File: src/rtl/mult_sequencer_pkg.sv
// Shared widths, FSM encoding and product payload for the shift-add multiplier.
package mult_sequencer_pkg;

  localparam int unsigned WIDTH  = 32;
  localparam int unsigned CNT_W  = 5;
  localparam int unsigned PROD_W = 2 * WIDTH;

  // 2'b11 is unused; the sequencer recovers from it to IDLE.
  typedef enum logic [1:0] {
    ST_IDLE = 2'b00,
    ST_RUN  = 2'b01,
    ST_DONE = 2'b10
  } state_e;

  typedef struct packed {
    logic [WIDTH-1:0] hi;
    logic [WIDTH-1:0] lo;
  } product_t;

  function automatic logic is_last_iter(input logic [CNT_W-1:0] cnt);
    return cnt == CNT_W'(WIDTH - 1);
  endfunction

endpackage

File: src/rtl/adder_subtractor.sv
// Shared WIDTH-bit adder/subtractor: ctl0 selects A-B, ctl1 adds a carry-in; 00 is a plain add.
module adder_subtractor
  import mult_sequencer_pkg::*;
(
  input  logic             ctl0_i,
  input  logic             ctl1_i,
  input  logic [WIDTH-1:0] a_i,
  input  logic [WIDTH-1:0] b_i,
  output logic [WIDTH-1:0] sum_o,
  output logic             cout_o
);

  logic [WIDTH-1:0] b_eff;
  logic             cin;

  assign b_eff = ctl0_i ? ~b_i : b_i;
  assign cin   = ctl0_i | ctl1_i;

  assign {cout_o, sum_o} = (WIDTH + 1)'(a_i) + (WIDTH + 1)'(b_eff) + (WIDTH + 1)'(cin);

endmodule

File: src/rtl/mult_sequencer_step.sv
// One shift-add iteration: gate the multiplicand by q[0], add to acc, shift {cout,sum,q} right.
module mult_sequencer_step
  import mult_sequencer_pkg::*;
(
  input  logic [WIDTH-1:0] m_i,
  input  logic [WIDTH-1:0] acc_i,
  input  logic [WIDTH-1:0] q_i,
  output logic [WIDTH-1:0] acc_o,
  output logic [WIDTH-1:0] q_o
);

  logic [WIDTH-1:0] b_sel;
  logic [WIDTH-1:0] sum;
  logic             cout;

  assign b_sel = q_i[0] ? m_i : '0;

  adder_subtractor u_addsub (
    .ctl0_i (1'b0),
    .ctl1_i (1'b0),
    .a_i    (acc_i),
    .b_i    (b_sel),
    .sum_o  (sum),
    .cout_o (cout)
  );

  assign acc_o = {cout, sum[WIDTH-1:1]};
  assign q_o   = {sum[0], q_i[WIDTH-1:1]};

endmodule

File: src/rtl/mult_sequencer.sv
// 32x32 unsigned iterative multiplier controller with valid/ready operand and result handshakes.
// Optional MULT_ZERO_SKIP_EN: a zero operand goes straight from IDLE to DONE with product 0.
module mult_sequencer
  import mult_sequencer_pkg::*;
(
  input  logic              clk,
  input  logic              reset,
  input  logic              start_valid,
  output logic              start_ready,
  input  logic [WIDTH-1:0]  a,
  input  logic [WIDTH-1:0]  b,
  output logic              busy,
  output logic              res_valid,
  input  logic              res_ready,
  output logic [PROD_W-1:0] product
);

  state_e           state_q, state_d;
  logic [WIDTH-1:0] m_q, m_d;
  logic [WIDTH-1:0] acc_q, acc_d;
  logic [WIDTH-1:0] q_q, q_d;
  logic [CNT_W-1:0] cnt_q, cnt_d;
  logic [WIDTH-1:0] step_acc, step_q;
  product_t         prod;

  mult_sequencer_step u_step (
    .m_i   (m_q),
    .acc_i (acc_q),
    .q_i   (q_q),
    .acc_o (step_acc),
    .q_o   (step_q)
  );

  always_ff @(posedge clk or posedge reset) begin
    if (reset) begin
      state_q <= ST_IDLE;
      m_q     <= '0;
      acc_q   <= '0;
      q_q     <= '0;
      cnt_q   <= '0;
    end else begin
      state_q <= state_d;
      m_q     <= m_d;
      acc_q   <= acc_d;
      q_q     <= q_d;
      cnt_q   <= cnt_d;
    end
  end

  // Next-state and state-decoded handshake outputs; no input reaches an output combinationally.
  always_comb begin
    state_d     = state_q;
    m_d         = m_q;
    acc_d       = acc_q;
    q_d         = q_q;
    cnt_d       = cnt_q;
    start_ready = 1'b0;
    busy        = 1'b0;
    res_valid   = 1'b0;
    case (state_q)
      ST_IDLE: begin
        start_ready = 1'b1;
        if (start_valid) begin
          m_d     = a;
          q_d     = b;
          acc_d   = '0;
          cnt_d   = '0;
          state_d = ST_RUN;
`ifdef MULT_ZERO_SKIP_EN
          if ((a == '0) || (b == '0)) begin
            q_d     = '0;
            state_d = ST_DONE;
          end
`endif
        end
      end
      ST_RUN: begin
        busy  = 1'b1;
        acc_d = step_acc;
        q_d   = step_q;
        cnt_d = cnt_q + CNT_W'(1);
        // The counter wraps to 0 on the last iteration, leaving it clean for the next op.
        if (is_last_iter(cnt_q)) begin
          state_d = ST_DONE;
        end
      end
      ST_DONE: begin
        res_valid = 1'b1;
        if (res_ready) begin
          state_d = ST_IDLE;
        end
      end
      default: state_d = ST_IDLE;
    endcase
  end

  assign prod.hi = acc_q;
  assign prod.lo = q_q;
  assign product = prod;

endmodule

File: config.mk
export PLATFORM = sky130hd
export DESIGN_NAME = mult_sequencer
export DESIGN_NICKNAME = d
export VERILOG_FILES = /design/src/rtl/mult_sequencer_pkg.sv /design/src/rtl/adder_subtractor.sv /design/src/rtl/mult_sequencer_step.sv /design/src/rtl/mult_sequencer.sv
export SDC_FILE = /design/constraint.sdc
export NUM_CORES = 1
export LEC_CHECK = 0
export CORE_MARGIN = 1
export CORE_UTILIZATION = 25
export CTS_CLUSTER_SIZE = 24
export DETAILED_ROUTE_END_ITERATION = 7
export PLACE_DENSITY_LB_ADDON = 0.15
export SYNTH_ARGS = -nofsm -noshare
export SYNTH_HDL_FRONTEND = slang
export SYNTH_SLANG_ARGS = --single-unit
File: constraint.sdc
create_clock -name clk -period 4.1 [get_ports clk]
set_clock_uncertainty 0.2 [all_clocks]
set_input_delay 0.82 -clock clk [delete_from_list [all_inputs] [get_ports clk]]
set_output_delay 0.82 -clock clk [all_outputs]
set_load 0.005 [all_outputs]
# After elaboration in Yosys (flattened, before gate mapping)
# Cells that the tools add are included.
# W data, S select, Z words.
[op_classes]
n_addsub = 2
n_mul = 0
div_mod_pow = 0
n_lt_le_gt_ge = 0
n_eq_ne = 6
shift = 0
n_mux = 14
bitwise = 0
n_reduce_logical = 5
[op_table]
columns = ["cell", "n"]
rows = [
  ["$pmux W32 S2", 2],
  ["$mux W32", 3],
  ["$add A32 B32 Y33", 1],
  ["$pmux W5 S2", 1],
  ["$mux W2", 3],
  ["$ne A2 B2 Y1 const B", 3],
  ["$pmux W2 S3", 1],
  ["$add A5 B1 Y5 const B", 1],
  ["$eq A5 B5 Y1 const B", 1],
  ["$mux W5", 1],
  ["$reduce_and A2 Y1", 2],
  ["$mux W1", 3],
  ["$reduce_and A3 Y1", 1],
  ["$eq A2 B1 Y1 const B", 1],
  ["$eq A2 B2 Y1 const B", 1],
  ["$logic_not A2 Y1", 1],
  ["$reduce_bool A2 Y1", 1],
]
[totals]
reg_bits = 103
latch_bits = 0
ram_bits = 0
mem_bits_ro = 0
in_bits = 68
word_cells = 32
mem_count = 0

# Logic depth before layout (Yosys ltp)
# Gate-level depths: netlist of run 1.
[logic_depth]
ltp_word = 3
depth_mapped = 11
mapped_depth_nobuf = 11

# Hierarchy
# A second synthesis of run 1 with hierarchy kept.
[unflattened]
cells_unflattened = 740
hier_area_um2 = 6944.2
[by_module_without_submodules]
columns = ["module", "instances", "cells_each", "area_each_um2", "seq_area_each_um2"]
rows = [
  ["mult_sequencer", 1, 406, 4498.1, 2577.5],
  ["adder_subtractor", 1, 266, 1946.9, 0.0],
  ["mult_sequencer_step", 1, 68, 499.2, 0.0],
]

# Worst setup path before layout of run 1
# Ideal clock, no wire load.
[synth_path]
kind = "register to register"
start = "register q_q[0]"
end = "register acc_q[24]"
t_arrival_ps = 2569
setup_slack_ps = 1209
path_stages_with_launch = 10
path_buffers = 1
period_less_slack_ps = 2891
cell_sequence = "dfrtp_1 -> clkbuf_1 -> and2_1 -> ha_1 -> a21o_1 -> a2111o_1 -> o211a_1 -> o21a_1 -> or3_1 -> a32o_1"
[synth_via]
elab_chain_cells = 3
[synth_lines]
columns = ["item", "line", "source"]
rows = [
  ["from (decl)", "mult_sequencer.sv:21", "logic [WIDTH-1:0] q_q, q_d;"],
  ["from (signal assigned)", "mult_sequencer.sv:45", "q_q <= q_d;"],
  ["$mux W32", "mult_sequencer_step.sv:16", "assign b_sel = q_i[0] ? m_i : '0;"],
  ["$add A32 B32 Y33", "adder_subtractor.sv:19", "assign {cout_o, sum_o} = (WIDTH + 1)'(a_i) + (WIDTH + 1)'(b_eff) + (WIDTH + 1)'(cin);"],
  ["$pmux W32 S2", "mult_sequencer.sv:60", "case (state_q)"],
  ["to (signal assigned)", "mult_sequencer.sv:38", "acc_q <= '0;"],
  ["to (signal assigned)", "mult_sequencer.sv:44", "acc_q <= acc_d;"],
  ["to (decl)", "mult_sequencer.sv:20", "logic [WIDTH-1:0] acc_q, acc_d;"],
]
# No other way between the ends.
# A chain may end at the register's enable or synchronous reset.

# Worst setup path after layout of run 1
[layout_path]
start = "register q_q[0]"
end = "register acc_q[27]"
# The elaborated chain is that of the path after synthesis.

==> flow_summary.ini, run 1 <==
[status]
status = completed

[setup_path]
critPathArrivalTime_ns = 3.31
path_class = reg2reg
cp_max_fo = 31
end_kind = flop
start_kind = flop
crit_required_ns = 4.20

[detailed_routing]
via_count = 5328
first_iter_violations = 222
avgRoutedWirePerCell_um = 16.36
wl_mm = 17.93
first_pass_iters = 4
drc = 0
ant_nets = 0
viasPerCell = 4.861

[pwr]
p_comb_frac = 0.528
vdd_drop_max_mv = 0.2654
p_leak_nw = 3.369
seqPwrFrac = 0.313
p_per_area_mw_per_mm2 = 746.6
p_int_mw = 3.689
switching_share = 0.3968
pwr-share-clk = 0.159
switchingPower_mw = 2.427

[clock_tree]
postCtsHoldBufs = 0
tritoncts = yes
post-cts-setup-buffers = 0
cts_htree_levels = 3
clk_pin_slew_worst_paths_ns = 0.08
cts-resized-gates = 0
cts.sink_count = 103
clockBufferDepth = 2
insertion_delay_ns = 0.36
cts_root_buf = clkbuf_16
cts_made_buffers = 9

[timing]
finalMaxSlewViolations = 0
finalSetupViolCount = 0
worstMarginPinSlew_ns = 0.8013
period_needed_ns = 3.213
fmax_ghz = 0.3112
rsz0062_at_grt = false
whs_ns = 0.3078
hold_viol_final = 0
period_share = 0.7836
max_slew_margin = 0.4658
tns_ns = 0

[yosys]
synth_compound_area_frac = 0.1899
yosysSeqAreaShare = 0.4157
synth-xor-area-share = 0.03249
async_flop_share = 1.000
synth_simple_gate_area_frac = 0.1451
yosysWarnings = 0
synth_fa_ha_area_frac = 0.07185
synth-edff-count = 0
synth-main-ff-cell = dfrtp_1
netlist_area_mm2 = 0.006200
ys_ff_latch = 103
synth_top_family_by_area = compound AO/OA/AOI/OAI gates
ys_types = 49
syn_nets = 759
postSynthAreaPerCell_um2 = 9.451
syn_inst = 656
synth_mux_area_frac = 0.1114

[place]
gp_congestion = 0.8424
io_buffer_count = 134
hpwl_mm = 12.46

[final_layout]
fillCellCount = 2474
final_cell_mix = 134 x clkdlybuf4s50_1, 103 x dfrtp_1, 84 x nand2_1, 65 x o21ai_0, 37 x a21oi_1
final_common_cell = clkdlybuf4s50_1
antenna_cells = 0
fin_nets = 870
drive_gt1_frac = 0.08290
area_growth_pct = 32.13

[die]
chipWidth_um = 159.5
start_util = 0.2549
row_count = 57
coreArea_mm2 = 0.02432
num_io_pins = 135
die_y_um = 159.5
fp.dieArea_mm2 = 0.02543

[grt]
grt_pass1_wl_mm = 29.61
grt_remaining_overflow = 0
antenna_found_initial = 0
grt_pass1_vias = 5531
grt_max_degree = 84
grt_use_total = 0.1459

[run]
maxCapViolations = 0

[min_path]
hold_class = reg2reg
## cells by family after synthesis
logic type | after synthesis
xor gates and xnor gates | 23
and+or+nand+nor | 189
buffers and inverters | 54
AOI/OAI and AO/OA | 187
DFF | 103
muxes | 65
adders and majority gates | 35
## through the flow
step | instances | setup WS [ns] | util | power, mW | cell area (um2)
floorplan | 656 | 0.3762 | - | 3.878 | 6200
global placement | 1080 | 0.9722 | 0.3236 | 5.157 | 7870
detailed placement | 1080 | 0.8866 | 0.3236 | 5.178 | 7870
CTS | 1096 | 0.8525 | 0.3368 | 6.199 | 8192
global route | 1096 | 0.6978 | 0.3368 | 6.675 | 8192
finish | 1096 | 0.8871 | 0.3368 | 6.116 | 8192
## worst max-delay path, cell delays in order, from the launching register on
cell and delay (ns):
dfrtp_1 0.39, buf_4 0.30, nand2_1 0.14, fa_1 0.45, nor2b_1 0.14, o21a_1 0.16
o2111ai_1 0.18, a32oi_1 0.41, o211ai_1 0.28, a2111o_1 0.42, nand3_1 0.07
## registers in the layout (all words and copies together), names as in the netlist
name,count
acc_q,32
cnt_q,5
m_q,32
q_q,32
state_q,2
## cell usage after synthesis, types with 11 or more instances
master    instances  area share
nor2_1           24       0.015
dfrtp_1         103        0.42
clkbuf_1         36       0.022
ha_1             34       0.069
and2_1           33       0.033
xor2_1           11       0.016
o21ai_0          65       0.052
inv_1            14      0.0085
xnor2_1          12       0.017
nand4_1          13       0.013
mux2_2           32       0.058
a21oi_1          37       0.030
mux2i_1          33       0.053
a21o_1           14       0.017
nand2_1          84       0.051
## power by group through the flow
| stage | combinational [mW] | clock [mW] | sequential (mW) |
|---|---|---|---|
| 2_1_floorplan | 2.04 | 0 | 1.84 |
| 5_1_grt | 3.64 | 1.04 | 2.00 |
| 6_report | 3.23 | 0.969 | 1.91 |
| 3_5_place_dp | 3.24 | 0 | 1.94 |
| 3_3_place_gp | 3.22 | 0 | 1.94 |
| 4_1_cts | 3.26 | 1.00 | 1.93 |
## path summary, 6_finish.rpt
check,start,endpoint,slack [ns],depth (start not counted)
setup / recovery,q_q[0],acc_q[27],0.89,10
hold / removal,m_q[28],m_q[28],0.31,1
setup reg to reg,q_q[0],acc_q[27],0.89,10
hold reg to reg,m_q[28],m_q[28],0.31,1
max in group asynchronous,reset,q_q[7],2.28,3
min in group asynchronous,reset,q_q[6],0.63,2
## layout make-up
cell class | instances | area (um2) | area share
clock buffer | 10 | 229.0 | 0.02795
timing repair buffer | 140 | 1411 | 0.1723
multi-input combinational | 499 | 3421 | 0.4176
inverter | 14 | 55.05 | 0.006721
clock inverter | 6 | 92.59 | 0.01130
tap | 324 | 405.4 | 0.04949
sequential | 103 | 2577 | 0.3146
## routing by layer
| layer | wire [um] | GRT usage | share of wire | vias up |
|---|---|---|---|---|
| li1 | - | - | - | 2580 |
| met1 | 8311 | 0.1866 | 0.46 | 2571 |
| met2 | 8012 | 0.2328 | 0.45 | 157 |
| met3 | 1330 | 0.04923 | 0.074 | 20 |
| met4 | 280 | 0.04152 | 0.016 | 0 |
| met5 | 0 | 0 | 0 | - |
(Power assumes the default switching activity.)
==> run 2: changes to the inputs <==
==> constraint.sdc (replaced) <==
create_clock -name clk -period 2.8 [get_ports clk]
set_clock_uncertainty 0.2 [all_clocks]
set_input_delay 0.56 -clock clk [delete_from_list [all_inputs] [get_ports clk]]
set_output_delay 0.56 -clock clk [all_outputs]
set_load 0.005 [all_outputs]
==> run 2 against run 1 <==
Highest routed layer unchanged; routed wire length grew 3.6%; register-to-register slack lost 0.97 ns; power grew 66%; critical endpoint is now acc_q[24]; the run now ends with negative setup slack left; design area grew 13%.
==> flow_summary.ini, run 2 (same netlist as run 1, synthesis figures left out) <==
[final_layout]
antenna_cells = 0
final_common_cell = clkdlybuf4s50_1
multi_input_area_mm2 = 0.003840
final_util = 0.3798
area_growth_pct = 48.98
reg_top3 = acc_q: 32 flops, m_q: 32 flops, q_q: 32 flops
fin_nets = 956
register_area_mm2 = 0.002577
final_area_mm2 = 0.009236
fillCellCount = 2401
final_cell_mix = 134 x clkdlybuf4s50_1, 103 x dfrtp_1, 88 x buf_4, 83 x nand2_1, 57 x o21ai_0
fin_cells = 1181
drive_gt1_frac = 0.2404

[pwr]
p_leak_nw = 3.796
vdd_drop_max_mv = 0.3735
power_mw = 10.17
p_per_area_mw_per_mm2 = 1102

[timing]
tns_ns = -0.3067
finalSetupViolCount = 6
fin_ws_ns = -0.08737
whs_ns = 0.3033
fmax_ghz = 0.3463
period_needed_ns = 2.887
rsz0062_at_grt = true
max_slew_margin = 0.4755
finalMaxSlewViolations = 0
hold_viol_final = 0
worstMarginPinSlew_ns = 0.7867
period_share = 1.031

[clock_tree]
clk_pin_slew_worst_paths_ns = 0.08
clockBufferDepth = 2
cts_made_buffers = 9
tritoncts = yes
cts_htree_levels = 3
cts.sink_count = 103
cts_root_buf = clkbuf_16
insertion_delay_ns = 0.35
postCtsHoldBufs = 0

[detailed_routing]
ant_nets = 0
drc = 0
viasPerCell = 4.739
avgRoutedWirePerCell_um = 15.73
first_iter_violations = 222
wl_mm = 18.58
via_count = 5597
first_pass_iters = 4

[grt]
grt_pass1_vias = 5838
grt_max_degree = 104
grt_use_total = 0.1477
antenna_found_initial = 0
grt_pass1_wl_mm = 30.13
grt_remaining_overflow = 0

[die]
chipWidth_um = 159.5
die_y_um = 159.5
num_io_pins = 135
fp.dieArea_mm2 = 0.02543
row_count = 57
coreArea_mm2 = 0.02432
start_util = 0.2549

[place]
dp_cells = 1161
placed_area_mm2 = 0.008529
hpwl_mm = 13.10
gp_congestion = 0.8659
io_buffer_count = 134
dp_slack_ns = -0.1764

[status]
violations = negative setup slack
status = complete, but fails checks

[setup_path]
critPathArrivalTime_ns = 2.93
cp_max_fo = 13
path_class = reg2reg
end_kind = flop
crit_required_ns = 2.85
critPathLaunch = q_q[0]
start_kind = flop
worstReg2RegStart = q_q[0]

[run]
maxCapViolations = 0

[min_path]
hold_class = reg2reg
hold_start = m_q[25]
[run 2: cell types whose count changed in the layout (fill, tap and decap cells not counted), moves of 5 or more]
cell | previous run | this run
a21oi_1 | 37 | 28
a21oi_2 | 0 | 8
buf_4 | 4 | 88
ha_1 | 34 | 17
ha_4 | 0 | 15
o21ai_0 | 65 | 57
o21ai_1 | 1 | 6
[run 2: worst paths after layout]
check | to | slack (ns) | cells after the start
worst max-delay path | acc_q[24] | -0.09 | 9
worst min-delay path | m_q[25] | 0.30 | 1
worst max register to register | acc_q[24] | -0.09 | 9
worst min register to register | m_q[25] | 0.30 | 1
max in group asynchronous | acc_q[18] | 1.44 | 3
min in group asynchronous | q_q[2] | 0.51 | 3
[run 2: report_power, final]
| group | switching (mW) | internal (mW) |
|---|---|---|
| registers | 0.625 | 2.23 |
| logic | 2.75 | 3.34 |
| clock network | 0.583 | 0.649 |
[run 2: metal layers]
layer  wire length (um)  share of wire  up-vias  track usage
met5                  0              0        -            0
met4                314          0.017        0      0.04065
met3               1238          0.067       20      0.04480
met2               8626           0.46      150       0.2430
met1               8396           0.45     2683       0.1866
li1                   -              -     2744            -
[run 2: cell type report]
type | count | area share
Clock buffer | 11 | 0.02736
Timing Repair Buffer | 226 | 0.2245
Sequential cell | 103 | 0.2791
Multi-Input combinational cell | 499 | 0.4157
Tap cell | 324 | 0.04389
Clock inverter | 4 | 0.003387
Inverter | 14 | 0.006096
[run 2: repair_timing]
item | in CTS | in global routing
pin swaps | 14 | 20
setup endpoints to repair | 16 | 19
buffers inserted | 1 | 4
cloned | 0 | 0
gates resized for setup | 32 | 41
[run 2: worst max-delay path, cell delays in order, from the launching register on]
cell and delay (ns):
dfrtp_1 0.43, buf_12 0.16, and2_4 0.14, ha_4 0.22, a21o_1 0.17, a2111o_1 0.42
o211a_1 0.27, o21a_1 0.21, or3_1 0.31, a32o_1 0.24
